## src/rtl/pic_pkg.sv

```systemverilog
// Shared picture geometry and loader FSM states, used by the loader and by
// the draw stage's address generator.
package pic_pkg;

    localparam int H_PIX      = 320;
    localparam int V_PIX      = 240;
    localparam int PIC_PIXELS = H_PIX * V_PIX;
    localparam int AW         = 17;
    localparam int DW         = 24;

    typedef enum logic [1:0] {
        IDLE,
        FILL,
        DONE
    } state_t;

endpackage

```

## src/rtl/pic_loader.sv

```systemverilog
// Frame-buffer writer: streams one RGB picture into the back bank of the
// ping-pong picture RAM and swaps banks when the display side allows it.
module pic_loader #(
    parameter int H_PIX = pic_pkg::H_PIX,
    parameter int V_PIX = pic_pkg::V_PIX,
    parameter int AW    = pic_pkg::AW,
    parameter int DW    = pic_pkg::DW
) (
    input  logic          clk,
    input  logic          rst_n,
    input  logic [DW-1:0] s_data,
    input  logic          s_valid,
    input  logic          s_sof,
    output logic          s_ready,
    output logic          wr_en,
    output logic [AW-1:0] wr_addr,
    output logic [DW-1:0] wr_data,
    output logic          wr_bank,
    output logic          switch_ram,
    output logic          pic_done,
    input  logic          frame_sw_ram,
    output logic          frame_err,
    output logic [7:0]    frame_cnt
);

    localparam int            PIC_PIXELS = H_PIX * V_PIX;
    localparam logic [AW-1:0] LAST_ADDR  = AW'(PIC_PIXELS - 1);

    pic_pkg::state_t state, state_nxt;
    logic [AW-1:0]   pix_cnt, pix_cnt_nxt;
    logic [AW-1:0]   addr_nxt;
    logic            beat;
    logic            do_write;
    logic            restart;
    logic            swap;

    assign beat     = s_valid && s_ready;
    assign pic_done = (state == pic_pkg::DONE);
    assign wr_bank  = ~switch_ram;

    // NOTE: every signal written here gets a default first, so no path can
    // leave one unassigned and infer a latch.
    always_comb begin
        state_nxt   = state;
        pix_cnt_nxt = pix_cnt;
        addr_nxt    = pix_cnt;
        do_write    = 1'b0;
        restart     = 1'b0;
        swap        = 1'b0;
        case (state)
            pic_pkg::IDLE: begin
                // Anything before the first start-of-frame is dropped.
                if (beat && s_sof) begin
                    do_write    = 1'b1;
                    addr_nxt    = '0;
                    pix_cnt_nxt = AW'(1);
                    state_nxt   = (LAST_ADDR == '0) ? pic_pkg::DONE : pic_pkg::FILL;
                end
            end
            pic_pkg::FILL: begin
                if (beat) begin
                    do_write = 1'b1;
                    if (s_sof) begin
                        // Early start-of-frame wins even on the last address.
                        restart     = 1'b1;
                        addr_nxt    = '0;
                        pix_cnt_nxt = AW'(1);
                    end else if (pix_cnt == LAST_ADDR) begin
                        pix_cnt_nxt = '0;
                        state_nxt   = pic_pkg::DONE;
                    end else begin
                        pix_cnt_nxt = pix_cnt + AW'(1);
                    end
                end
            end
            pic_pkg::DONE: begin
                if (frame_sw_ram) begin
                    swap      = 1'b1;
                    state_nxt = pic_pkg::IDLE;
                end
            end
            default: state_nxt = pic_pkg::IDLE;
        endcase
    end

    // NOTE: reset is synchronous, so it lives inside the clocked branch and
    // the sensitivity list holds only the clock; state uses non-blocking <=.
    always_ff @(posedge clk) begin
        if (!rst_n) begin
            state      <= pic_pkg::IDLE;
            pix_cnt    <= '0;
            s_ready    <= 1'b0;
            wr_en      <= 1'b0;
            wr_addr    <= '0;
            wr_data    <= '0;
            switch_ram <= 1'b0;
            frame_err  <= 1'b0;
            frame_cnt  <= 8'd0;
        end else begin
            state     <= state_nxt;
            pix_cnt   <= pix_cnt_nxt;
            // Registered ready: it falls the cycle after the last beat.
            s_ready   <= (state_nxt != pic_pkg::DONE);
            wr_en     <= do_write;
            frame_err <= restart;
            if (do_write) begin
                wr_addr <= addr_nxt;
                wr_data <= s_data;
            end
            if (swap) begin
                switch_ram <= ~switch_ram;
                frame_cnt  <= frame_cnt + 8'd1;
            end
        end
    end

endmodule

```

## config.mk

```make
export PLATFORM = sky130hd
export DESIGN_NAME = pic_loader
export DESIGN_NICKNAME = d
export VERILOG_FILES = /design/src/rtl/pic_pkg.sv /design/src/rtl/pic_loader.sv
export SDC_FILE = /design/constraint.sdc
export NUM_CORES = 1
export LEC_CHECK = 0
export ABC_CLOCK_PERIOD_IN_PS = 2100
export CAP_MARGIN = 25
export CORE_ASPECT_RATIO = 1.4
export CORE_UTILIZATION = 45
export CTS_BUF_LIST = sky130_fd_sc_hd__clkbuf_8
export DETAILED_ROUTE_END_ITERATION = 10
export DONT_BUFFER_PORTS = 1
export PLACE_DENSITY_LB_ADDON = 0.1
export SLEW_MARGIN = 30
export SYNTH_ARGS = -nofsm -noshare
export SYNTH_HDL_FRONTEND = slang
export SYNTH_SLANG_ARGS = --single-unit
```

## constraint.sdc

```tcl
create_clock -name clk -period 2.1 [get_ports clk]
set_input_delay 0.42 -clock clk [delete_from_list [all_inputs] [get_ports clk]]
set_output_delay 0.42 -clock clk [all_outputs]
set_load 0.02 [all_outputs]
```

* Yosys cells after proc, flatten, opt, wreduce, memory -nomap -nowiden
Index checks and enable logic that the tools add are counted.
Cells by class: mux-type cells 21, reduce and logical (&&, ||, !) cells 6, bitwise operators 1, $add $sub $neg 2, eq/ne operators 6
Operators with widths (number):
- 17-bit two-way mux | 7
- 17-bit case mux with 2 select lines | 2
- 17-bit by 1-bit adder with 17-bit output, second input constant | 1
- 17-bit == test, second input constant | 1
- 2-bit two-way mux | 5
- 8-bit by 1-bit adder with 8-bit output, second input constant | 1
- 2-bit inequality test, second input constant | 3
- 2-bit case mux with 3 select lines | 1
- 3-bit AND reduction | 2
- 1-bit two-way mux | 5
- 2-bit by 1-bit == test with 1-bit output, second input constant | 1
- 2-bit == test, second input constant | 1
- 1-bit logical AND | 2
- 2-bit zero test | 1
- 1-bit case mux with 2 select lines | 1
- 2-bit nonzero test | 1
- 1-bit inverter | 1
Word-level totals: output and inout port bits 55, bits in registers 72, input port bits 29, word-level logic and storage cells 45

* Longest topological paths before layout
depth after elaboration 6, mapped depth 7, gate-level depth less buffers 6

* Worst setup path before layout
Ideal clock, no wire load.
path kind input port to flip-flop, start in s_sof, end reg pix_cnt[12], library setup time 0.074 ns, data arrival time 1.852 ns, stages 6, setup slack 0.173 ns, required time 2.026 ns, buffers on the path 2, path through or3b_1 -> buf_2 -> or2_0 -> buf_2 -> or4b_1 -> a31oi_1
On the way: word-level cells in the longest chain between the ends 3, elaborated cells between the ends (all ways) 6, classes of those cells eq/ne: 1; mux: 3; reduce/logical: 2
RTL lines:
- start, declared | line pic_loader.sv:13 | input logic s_sof,
- 17-bit two-way mux or 1-bit logical AND (tied branches) | line pic_loader.sv:63, pic_loader.sv:53
- 17-bit two-way mux or 2-bit inequality test (tied branches)
- 17-bit case mux with 2 select lines or 3-bit AND reduction (tied branches)
- end signal, assigned | line pic_loader.sv:101 | pix_cnt <= pix_cnt_nxt;
- end, declared | line pic_loader.sv:30 | logic [AW-1:0] pix_cnt, pix_cnt_nxt;
Several ways; a longest one is shown, not always the timed one. The select of a mux whose other input is x is not followed. A chain may end at the register's enable or synchronous reset.

* Worst setup path in the final report
start reg state[0], end reg pix_cnt[12]
On the way: word-level cells in the longest chain between the ends 3, elaborated cells between the ends (all ways) 7, classes of those cells eq/ne: 3; mux: 1; reduce/logical: 3
RTL lines:
- start, declared | line pic_loader.sv:29 | pic_pkg::state_t state, state_nxt;
- start signal, assigned | line pic_loader.sv:90 | state <= pic_pkg::IDLE;
- start signal, assigned | line pic_loader.sv:100 | state <= state_nxt;
- 2-bit by 1-bit == test with 1-bit output or 2-bit zero test (tied branches) | line pic_loader.sv:50 | case (state)
- 2-bit inequality test (no source line) or 2-bit nonzero test (tied branches)
- 3-bit AND reduction (no source line)
Several ways; a longest one is shown, not always the timed one.

==> qor.csv <==
metric,value,unit
synth_compound_area_frac,0.1678,
clkLatencyLatePin,0.34,ns
grt_usage,0.1988,
synth_xor_area_frac,0.02130,
dpl_cell_area,3075,µm²
min_path_type,input port to flip-flop,
grt_setup_unrepaired,no,
power.density,795.4,nW/µm²
avgViaCountPerCell,5.701,
fp.dieH,96.64,µm
p_leak,1.136,nW
synth_area_leader_cell,dfxtp_1,
cp_cell_sequence,or3b_1 > or2_0 > or4b_1 > a31oi_1,
post_route_cells_drive_above_1_share,0.1129,
cts-root-buf,clkbuf_8,
required,2.36,ns
netlist_top_cells_area,"dfxtp_1 50%, nand2_1 9.1%, a21oi_1 6.3%, a22oi_1 4.4%, nor2_1 4.3%",
yosysMostFrequentCell,dfxtp_1,
maxCapViolCount,0,
gp_congestion,0.8306,
nets,389,
synth_adder_area_share,0.008692,
die_width,69.60,µm
worst_path_max_delay_cell,or3b_1,
numCtsBuffers,9,
critPathTopFamily,simple AND/OR/NAND/NOR gates,
final_util,0.5284,
antenna_found_initial,0,
antenna_left,0,
std_cell_rows,34,
pre_cts_ws,0.08813,ns
ir_drop,522.0,µV
timing.fmax,0.5059,GHz
cts_buffer_depth,2,
tns,0,ns
seq_area_frac_synth,0.5007,
grt_start_max_net_pins,43,
drc,0,
synth_cell_type_count,37,
drt_iter0_drc,133,
finalHoldViolations,0,
synth_common_cells,"72 x dfxtp_1, 70 x nand2_1, 36 x a21oi_1",
yosys.area_share.simple,0.2647,
drtPass1Iterations,5,
critPathArrivalTime,2.24,ns
grt_pass1_vias,2286,
setup_slack,0.1232,ns
ys_async_sr_fraction,0,
overflow,0,
finalCriticalPeriod,1.977,ns
fillCellCount,603,
ys.flop_type,dfxtp_1,
grt_pass1_wl,10.85,mm
hold_slack,0.2056,ns
pin_count,84,
fin_skew,0.007849,ns
endpoint_kind,flip-flop,
critPathMaxStageDelay,0.52,ns
start_util,0.4635,
p_int,2.023,mW
seqPwrFrac,0.544,
sw_frac_of_total,0.2250,
cp-startpoint,state[0],
relSlewSlack,0.6824,
netlist_area,2879,µm²
yosys_warnings,0,
power_frac_comb,0.041,
switching_power,0.5875,mW
clk_pin_slew,0.07,ns
final-setup-viol-count,0,
synthMuxAreaShare,0,
die_area,6726,µm²
clock_sinks,72,
synth_top_family_by_area,simple AND/OR/NAND/NOR gates,
wl_per_cell,14.94,µm
synth_cells,349,
critical_path_class,flip-flop to flip-flop,
crit_fanout,7,
vias,2480,
post_synth.cell_area_avg,8.249,µm²
wirelength,6.501,mm
synth_top_cell_area_share,0.5007,
finish.instance_area,3282,µm²
p_clk_frac,0.415,
area_growth,13.99,%
hold_start,rst_n,
htreeDepth,3,
start_kind,flip-flop,
port_buffers,0,
ys_ff_latch,72,
maxSlewViolCount,0,
hpwl,4.432,mm
path_buf_inv,0,
antenna-diode-count,0,
core_area,6211,µm²
status,completed,
timing.rr.start,state[0],
syn_nets,380,
cts_tree,done,
tightest_slew,0.4754,ns
final.period_utilization,0.9414,
synth_edf_count,0,
## final timing paths
path	endpoint	slack, ns	cells past startpoint
max	pix_cnt[12]	0.12	4
min	s_ready	0.21	1
max reg2reg	pix_cnt[12]	0.12	4
min reg2reg	frame_err	0.50	2
## area by class of cell
| class | count | area (µm²) | area share |
|---|---|---|---|
| flip-flops and latches | 72 | 1441 | 0.4392 |
| clock inverters | 5 | 47.55 | 0.01449 |
| clock buffers | 11 | 151.4 | 0.04613 |
| well taps | 72 | 90.09 | 0.02745 |
| inverters | 5 | 18.77 | 0.005719 |
| multi-input cells | 250 | 1345 | 0.4098 |
| repair buffers | 20 | 187.7 | 0.05719 |
## worst reg2reg max path: cells and delay by family, from the launching register on
kind | cells | cell delay, ns
AND/OR/NAND/NOR | 3 | 1.33
flip-flops | 1 | 0.40
AO/OA/AOI/OAI | 1 | 0.18
## metal layers
metal,part of all wire,GRT usage
met5,0,0
met3,0.048,0.03958
met1,0.44,0.2449
met2,0.50,0.3308
met4,0.016,0.09105
## power by group through the flow
stage | sequential [mW] | combinational, mW | clock [mW]
6_report | 1.42 | 0.108 | 1.08
5_1_grt | 1.42 | 0.120 | 1.16
4_1_cts | 1.42 | 0.109 | 1.11
3_5_place_dp | 1.45 | 0.109 | 0
3_3_place_gp | 1.45 | 0.108 | 0
2_1_floorplan | 1.45 | 0.0723 | 0
## flip-flops by register name, summed over array words and instances (netlist names)
| register | count |
|---|---|
| frame_cnt | 8 |
| frame_err | 1 |
| pix_cnt | 17 |
| s_ready | 1 |
| state | 2 |
| switch_ram | 1 |
| wr_addr | 17 |
| wr_data | 24 |
| wr_en | 1 |
## through the flow
stage	total power, mW	std cells
2_1_floorplan	1.523	349
3_3_place_gp	1.560	419
3_5_place_dp	1.561	419
4_1_cts	2.641	435
5_1_grt	2.703	435
6_report	2.610	435
## placed cells by master (no fill, tap or decap), drive strengths merged, types with 2 or more instances in the layout
cell and instances:
a22oi 17, o21ai 9, a21oi 37, nand3 19, or3 4, and3 5
o211ai 2, dfxtp 72, xnor2 3, a211oi 2, or4b 2, xor2 4
nand4b 3, a31oi 7, ha 2, nor4 4, and2 2, nor2b 3
nand2 70, clkinv 2, buf 20, and4 3, nor3 5, or3b 2
nand3b 2, nor2 33, clkbuf 11, inv 7, a32oi 3, nand4 3
## timing repair
item                                    CTS  global route
hold buffers                              0             0
endpoints found under the setup margin    0             5
buffers inserted                          0             0
gates resized for setup                   0             1
## cell families (layout without fill, tap and decap cells)
kind of cell / Yosys count / count (layout)
and+or+nand+nor: 162 / 162
AOI/OAI and AO/OA: 79 / 79
DFF: 72 / 72
buffers and inverters: 27 / 41
xor gates and xnor gates: 7 / 7
adders and majority gates: 2 / 2
(Power assumes the default switching activity.)
